`src/rtl/pipe_hazard_ctrl.sv`:
```
// rtl/pipe_hazard_ctrl.sv - pipeline stall/flush controller with load-use, branch and memory-wait hazards
module pipe_hazard_ctrl #(
  parameter int NUM_STAGES = 5,
  parameter int MEM_LAT    = 1,
  parameter int REG_W      = 5,
  parameter int CNT_W      = 32
) (
  input  logic                              clk,
  input  logic                              rst,
  input  logic                              id_vld,
  input  logic [REG_W-1:0]                  id_rs1,
  input  logic [REG_W-1:0]                  id_rs2,
  input  logic                              id_use_rs1,
  input  logic                              id_use_rs2,
  input  logic [NUM_STAGES-4:0]             pipe_vld,
  input  logic [NUM_STAGES-4:0]             pipe_ld,
  input  logic [(NUM_STAGES-3)*REG_W-1:0]   pipe_rd,
  input  logic                              ex_vld,
  input  logic                              ex_take_br,
  input  logic                              mem_vld,
  input  logic                              mem_is_mem,
  output logic [NUM_STAGES-1:0]             stage_en,
  output logic [NUM_STAGES-1:0]             stage_flush,
  output logic [CNT_W-1:0]                  stall_cnt,
  output logic [CNT_W-1:0]                  flush_cnt
);

  localparam int NLD    = NUM_STAGES - 3;
  localparam int MEM    = NUM_STAGES - 2;
  localparam int WB     = NUM_STAGES - 1;
  localparam int WAIT_W = (MEM_LAT > 2) ? $clog2(MEM_LAT - 1) : 1;
  localparam logic [WAIT_W-1:0] WAIT_INIT = WAIT_W'((MEM_LAT > 2) ? (MEM_LAT - 2) : 0);

  typedef enum logic {ST_RUN, ST_MEM_WAIT} state_t;

  state_t            state, state_nxt;
  logic [WAIT_W-1:0] cnt, cnt_nxt;
  logic              guard, guard_nxt;
  logic              ld_use;
  logic              mem_stall;
  logic              br_act;

  always_comb begin
    ld_use = 1'b0;
    for (int k = 0; k < NLD; k++) begin
      if (pipe_vld[k] && pipe_ld[k] && (pipe_rd[k*REG_W +: REG_W] != '0) &&
          ((id_use_rs1 && (pipe_rd[k*REG_W +: REG_W] == id_rs1)) ||
           (id_use_rs2 && (pipe_rd[k*REG_W +: REG_W] == id_rs2)))) begin
        ld_use = 1'b1;
      end
    end
    ld_use = ld_use & id_vld;
  end

  always_comb begin
    state_nxt   = state;
    cnt_nxt     = cnt;
    guard_nxt   = 1'b0;
    mem_stall   = 1'b0;
    br_act      = 1'b0;
    stage_en    = '1;
    stage_flush = '0;
    if (rst) begin
      stage_en    = '0;
      stage_flush = '1;
    end else begin
      if (state == ST_MEM_WAIT) begin
        if (cnt != '0) begin
          mem_stall = 1'b1;
          cnt_nxt   = cnt - WAIT_W'(1);
        end else begin
          state_nxt = ST_RUN;
        end
      end else if ((MEM_LAT > 1) && mem_vld && mem_is_mem && !guard) begin
        mem_stall = 1'b1;
        // A two-cycle op needs no counter: the guard lets the same op release next cycle.
        if (MEM_LAT == 2) begin
          guard_nxt = 1'b1;
        end else begin
          state_nxt = ST_MEM_WAIT;
          cnt_nxt   = WAIT_INIT;
        end
      end

      if (mem_stall) begin
        stage_en[MEM:0] = '0;
        stage_flush[WB] = 1'b1;
      end else if (ex_vld && ex_take_br) begin
        br_act           = 1'b1;
        stage_flush[2:1] = 2'b11;
      end else if (ld_use) begin
        stage_en[1:0]  = 2'b00;
        stage_flush[2] = 1'b1;
      end
    end
  end

  always_ff @(posedge clk) begin
    if (rst) begin
      state     <= ST_RUN;
      cnt       <= '0;
      guard     <= 1'b0;
      stall_cnt <= '0;
      flush_cnt <= '0;
    end else begin
      state <= state_nxt;
      cnt   <= cnt_nxt;
      guard <= guard_nxt;
      if (!stage_en[0] && (stall_cnt != '1)) begin
        stall_cnt <= stall_cnt + CNT_W'(1);
      end
      if (br_act && (flush_cnt != '1)) begin
        flush_cnt <= flush_cnt + CNT_W'(1);
      end
    end
  end

endmodule

```
`config.mk`:
```
export PLATFORM = sky130hd
export DESIGN_NAME = pipe_hazard_ctrl
export DESIGN_NICKNAME = d
export VERILOG_FILES = /design/src/rtl/pipe_hazard_ctrl.sv
export SDC_FILE = /design/constraint.sdc
export NUM_CORES = 1
export LEC_CHECK = 0
export BUFFER_PORTS_ARGS = -buffer_cell sky130_fd_sc_hd__buf_2
export CAP_MARGIN = 20
export CORE_MARGIN = 4
export CORE_UTILIZATION = 56
export CTS_CLUSTER_DIAMETER = 30
export DETAILED_ROUTE_END_ITERATION = 7
export GPL_ROUTABILITY_DRIVEN = 0
export PLACE_DENSITY = 0.95
export SYNTH_ARGS = -nofsm -noshare
export SYNTH_HDL_FRONTEND = slang
export SYNTH_SLANG_ARGS = --single-unit
```
`constraint.sdc`:
```
create_clock -name clk -period 6 [get_ports clk]
set_input_delay 0.9 -clock clk [delete_from_list [all_inputs] [get_ports clk]]
set_output_delay 0.9 -clock clk [all_outputs]
set_load 0.05 [all_outputs]
```
Word level (Yosys, flattened, before mapping)
Cells that the tools add are included.
{ "word_totals": {"wordCells": 54, "reg_bits": 66, "input_bits": 33} }
{ "classes": {"addsub": 3, "bitwise": 1, "eq_ne": 6, "reduce_logical": 18, "n_mux": 22} }
{ "ops": {"columns": ["cell", "count"], "rows": [
  ["$add A32 B1 Y32 const B", 2],
  ["$ne A32 B32 Y1 const B", 2],
  ["$eq A5 B5 Y1", 4],
  ["$mux W1", 15],
  ["$logic_and A1 B1 Y1", 13],
  ["$mux W2", 6],
  ["$reduce_bool A5 Y1", 2],
  ["$mux W4", 1],
  ["$logic_or A1 B1 Y1", 2],
  ["$and A1 B1 Y1", 1],
  ["$logic_not A1 Y1", 1],
  ["$sub A1 B1 Y1 const B", 1]
]} }

Longest topological paths before layout
{ "depth": {"ltp_word": 13, "ltp_mapped": 9, "mapped_depth_nobuf": 7} }

Worst setup path after synthesis
No wires, ideal clock.
{ "synth_path": {"path_type": "input port to output port", "start": "input pipe_rd[5]", "end": "output stage_en[1]", "stages": 8, "path_slack_ns": 1.999, "required_time_ns": 5.100, "t_arrival_ns": 3.101, "path_cell_list": "or3_1 -> o311a_1 -> and3_1 -> a22oi_2 -> buf_2 -> buf_2 -> and2_1 -> buf_4"} }
{ "synth_between": {"elab_chain_len": 10, "word_cells_on_any_way": 14, "cone_classes": "eq/ne (2); mux (5); bitwise (1); reduce/logical (6)"} }
{ "synth_lines": {"columns": ["element", "line_no", "rtl"], "rows": [
  ["from (decl)", "17", "input logic [(NUM_STAGES-3)*REG_W-1:0] pipe_rd,"],
  ["$eq A5 B5 Y1 (on tied branches)", "47, 48", null],
  ["$logic_and A1 B1 Y1 (on tied branches)", "47, 48", null],
  ["$logic_or A1 B1 Y1", "47", "((id_use_rs1 && (pipe_rd[k*REG_W +: REG_W] == id_rs1)) ||"],
  ["$logic_and A1 B1 Y1 (*)", "46", "if (pipe_vld[k] && pipe_ld[k] && (pipe_rd[k*REG_W +: REG_W] != '0) &&"],
  ["$mux W1 (*)", "46", null],
  ["$and A1 B1 Y1 (*)", "52", "ld_use = ld_use & id_vld;"],
  ["$mux W2 (*)", "91", "end else if (ld_use) begin"],
  ["$mux W2 (*)", "88", "end else if (ex_vld && ex_take_br) begin"],
  ["$mux W2 (*)", "85", "if (mem_stall) begin"],
  ["$mux W4 (*)", "63", "if (rst) begin"],
  ["to (decl)", "22", "output logic [NUM_STAGES-1:0] stage_en,"]
]} }
Every way passes the cells marked *; elsewhere a longest branch is shown, timed or not.

Worst setup path in the final report
Same ends and word-level chain as after synthesis.

==> metrics.md <==
| Metric | Value |
|---|---|
| Switching power as a share of total power | 24.0% |
| Area of the core | 6310 um^2 |
| Post-CTS setup-driven buffer insertion count | 0 |
| Combinational power share | 8.2% |
| H-Tree Level Count | 3 |
| Peak supply drop | 0.146 mV |
| Unrepaired setup endpoints after global routing | false |
| Commonest non-fill, non-tap cell in the layout | sky130_fd_sc_hd__buf_2 |
| Syn nets | 476 |
| CTS clk-pin slew, worst paths | 0.06 ns |
| Detailed placement HPWL | 6630 um |
| Worst setup path category | primary input to output port |
| Power density cells | 204 nW/um^2 |
| Element type at the critical path start | primary input |
| Post-Syn Area per Cell | 8.21 um^2 |
| TritonCTS clock tree | done |
| WHS | 0.507 ns |
| Worst reg-to-reg path cell count | 7 |
| Number of rows in the core area | 29 |
| Fraction of power consumed by sequential logic | 48.2% |
| DRT antenna net count | 0 |
| Fraction of layout instances using a drive strength above 1 | 25.1% |
| Net total in the final layout | 564 |
| Wire length after detailed routing | 9170 um |
| Global-route wire length before repair | 15200 um |
| Unique masters post-synth | 50 |
| Clock latency of the later-clocked register in the worst-skew pair | 0.34 ns |
| Via count of the first global-routing pass | 3321 |
| Number of synthesized register bits | 64 |
| Number of inserted diodes | 0 |
| Outcome | finished, final reports clean |
| Worst hold-check path type | flip-flop to flip-flop |
| Die X | 88.4 um |
| Clock root buffer | sky130_fd_sc_hd__clkbuf_8 |
| Average wire per cell in the routed design | 15.0 um |
| Worst clock skew on the final layout | 0.00535 ns |
| Vertical die dimension | 88.4 um |
| Number of enable flip-flop cells after synthesis | 0 |
| Max frequency | 0.255 GHz |
| Area overhead of the layout relative to synthesis | 19.9% |
| Commonest cells after routing, fill and taps aside | sky130_fd_sc_hd__buf_2 (104), sky130_fd_sc_hd__dfxtp_1 (64), sky130_fd_sc_hd__nor2_1 (53) |
| Ys async rst share | 0% |
| Largest net degree at the start of global routing | 52 |
| Internal power | 0.000672 W |
| Resized Gates After CTS | 0 |
| MaxCap Viol Count | 0 |
| CP required | 5.10 ns |
| Max-slew violations | 0 |
| Clock sink total | 64 |
| Slew margin rel. | 58.5% |
| Final Critical Period | 3.91 ns |
| Number of optimization iterations in the first detailed-route pass | 5 |
| Number of buffers created by CTS | 9 |
| Final number of setup-violating endpoints | 0 |
| GRT Resource Usage Total | 24.2% |
| Number of vias per cell | 5.95 |
| Fin. Hold Viols | 0 |
| Gate Count Post-Synth | 441 |
| Share of the core filled with cells | 68.8% |
| DRC marker count from the first detailed-route iteration | 154 |
| Worst-path maximum fanout | 51 |
| Fillers | 506 |
| Type of element capturing the critical path | output port |
| Total Neg Setup Slack | 0 ns |
| Ports placed on the boundary | 107 |
| Fraction of the cycle the final worst path needs | 65.2% |
| Sequential share of the synthesized area | 35.4% |
| Worst-Margin Slew | 0.620 ns |
| Net switching power figure | 0.000212 W |
| Clock Power Share | 43.6% |
| Via count | 3627 |
| Total congestion overflow after global routing | 0 |
| Leak Pwr | 1.68 nW |
| Area of the die | 7820 um^2 |
| Initial Util | 57.4% |
| Arrival @ worst endpoint | 3.01 ns |
| Count of hold buffers inserted by post-cts repair | 0 |
| Maximum number of buffers from clock root to sink | 2 |
| Number of cells on the worst hold path | 2 |
| Count of port buffers added during placement | 104 |
| Synth Warn # | 0 |
| Synthesized area | 3620 um^2 |
| Post-synth top flop | sky130_fd_sc_hd__dfxtp_1 |
| Antenna violations before repair | 0 |
| DRC errors left | 0 |
logic make-up (layout without fill, tap and decap cells):
| group | count (synthesis) | after routing | synth area share, % |
|---|---|---|---|
| buf+inv | 34 | 126 | 4.46 |
| simple gates | 230 | 230 | 34.9 |
| compound gates | 51 | 51 | 9.16 |
| xor+xnor | 47 | 47 | 11.4 |
| mux | 13 | 13 | 4.01 |
| fa+ha+maj | 2 | 2 | 0.691 |
| flops | 64 | 64 | 35.4 |
per-stage QoR:
step / area [um^2] / total power, W / worst slack [ns] / instances
after floorplan: 3620 / 0.000485 / 2.00 / 441
after global placement: 4110 / 0.000506 / 2.16 / 594
after detailed placement: 4110 / 0.000508 / 2.10 / 594
after CTS: 4320 / 0.000889 / 2.08 / 609
after global routing: 4340 / 0.000913 / 2.00 / 610
final: 4340 / 0.000884 / 2.09 / 610
registers in the layout (all words and copies together), names as in the netlist:
register,count
stall_cnt,32
flush_cnt,32
layer usage:
layer	vias up	GRT usage, %	share of wire (%)
met5	-	0	0
met4	0	11.3	2.2
met3	19	4.75	6.2
met2	117	41.7	52
met1	1712	28.9	40
li1	1779	-	-
Yosys cell counts, types with 2 or more instances:
cell type                   n  area share (%)
sky130_fd_sc_hd__dfxtp_1   64              35
sky130_fd_sc_hd__nor2_1    53             5.5
sky130_fd_sc_hd__xnor2_1   38             9.2
sky130_fd_sc_hd__nand2_1   31             3.2
sky130_fd_sc_hd__nand3_1   25             3.5
sky130_fd_sc_hd__nand4_1   24             4.1
sky130_fd_sc_hd__a21oi_1   20             2.8
sky130_fd_sc_hd__nor4_1    17             2.9
sky130_fd_sc_hd__clkbuf_1  16             1.7
sky130_fd_sc_hd__nor3_1    15             2.1
sky130_fd_sc_hd__or4_1     15             3.1
sky130_fd_sc_hd__o31ai_1   14             2.9
sky130_fd_sc_hd__mux2_1    11             3.4
sky130_fd_sc_hd__nor2b_1   11             1.9
sky130_fd_sc_hd__buf_2      9             1.2
sky130_fd_sc_hd__or3_1      9             1.6
sky130_fd_sc_hd__xor2_1     9             2.2
sky130_fd_sc_hd__and4_1     6             1.5
sky130_fd_sc_hd__buf_4      6             1.2
sky130_fd_sc_hd__and3_1     5            0.86
sky130_fd_sc_hd__and2_1     4            0.69
sky130_fd_sc_hd__o21ai_0    4            0.55
sky130_fd_sc_hd__or2_2      3            0.52
sky130_fd_sc_hd__ha_1       2            0.69
sky130_fd_sc_hd__inv_1      2            0.21
sky130_fd_sc_hd__nor4b_1    2            0.48
sky130_fd_sc_hd__o22ai_1    2            0.35
sky130_fd_sc_hd__o311a_1    2            0.55
power groups by stage:
stage / Combinational (W) / Sequential, W / Clock, W
2_1_floorplan: 0.0000470 / 0.000438 / 0
6_report: 0.0000729 / 0.000426 / 0.000385
3_5_place_dp: 0.0000724 / 0.000436 / 0
3_3_place_gp: 0.0000702 / 0.000436 / 0
5_1_grt: 0.0000790 / 0.000426 / 0.000408
4_1_cts: 0.0000729 / 0.000426 / 0.000390
critical path, stage by stage:
cell and delay, ns:
sky130_fd_sc_hd__buf_2 0.12, sky130_fd_sc_hd__or3_1 0.41, sky130_fd_sc_hd__o311a_1 0.32, sky130_fd_sc_hd__and3_1 0.20, sky130_fd_sc_hd__a22oi_2 0.18, sky130_fd_sc_hd__buf_4 0.41
sky130_fd_sc_hd__and2_1 0.21, sky130_fd_sc_hd__buf_2 0.26
cell type report:
type	count	area (um^2)	share of cell area, %
repair buffers	108	571	13.1
well taps	77	96.3	2.22
clock inverters	3	40.0	0.922
inverters	3	11.3	0.259
flip-flops and latches	64	1280	29.5
clock buffers	12	165	3.80
multi-input cells	343	2180	50.2
worst paths after layout:
kind                      start            end  slack [ns]
setup / recovery     pipe_rd[5]    stage_en[1]        2.09
hold / removal    stall_cnt[21]  stall_cnt[21]        0.51
setup reg to reg   flush_cnt[1]  flush_cnt[13]        3.56
hold reg to reg   stall_cnt[21]  stall_cnt[21]        0.51
No activity file was read; power rests on OpenSTA's default activity.
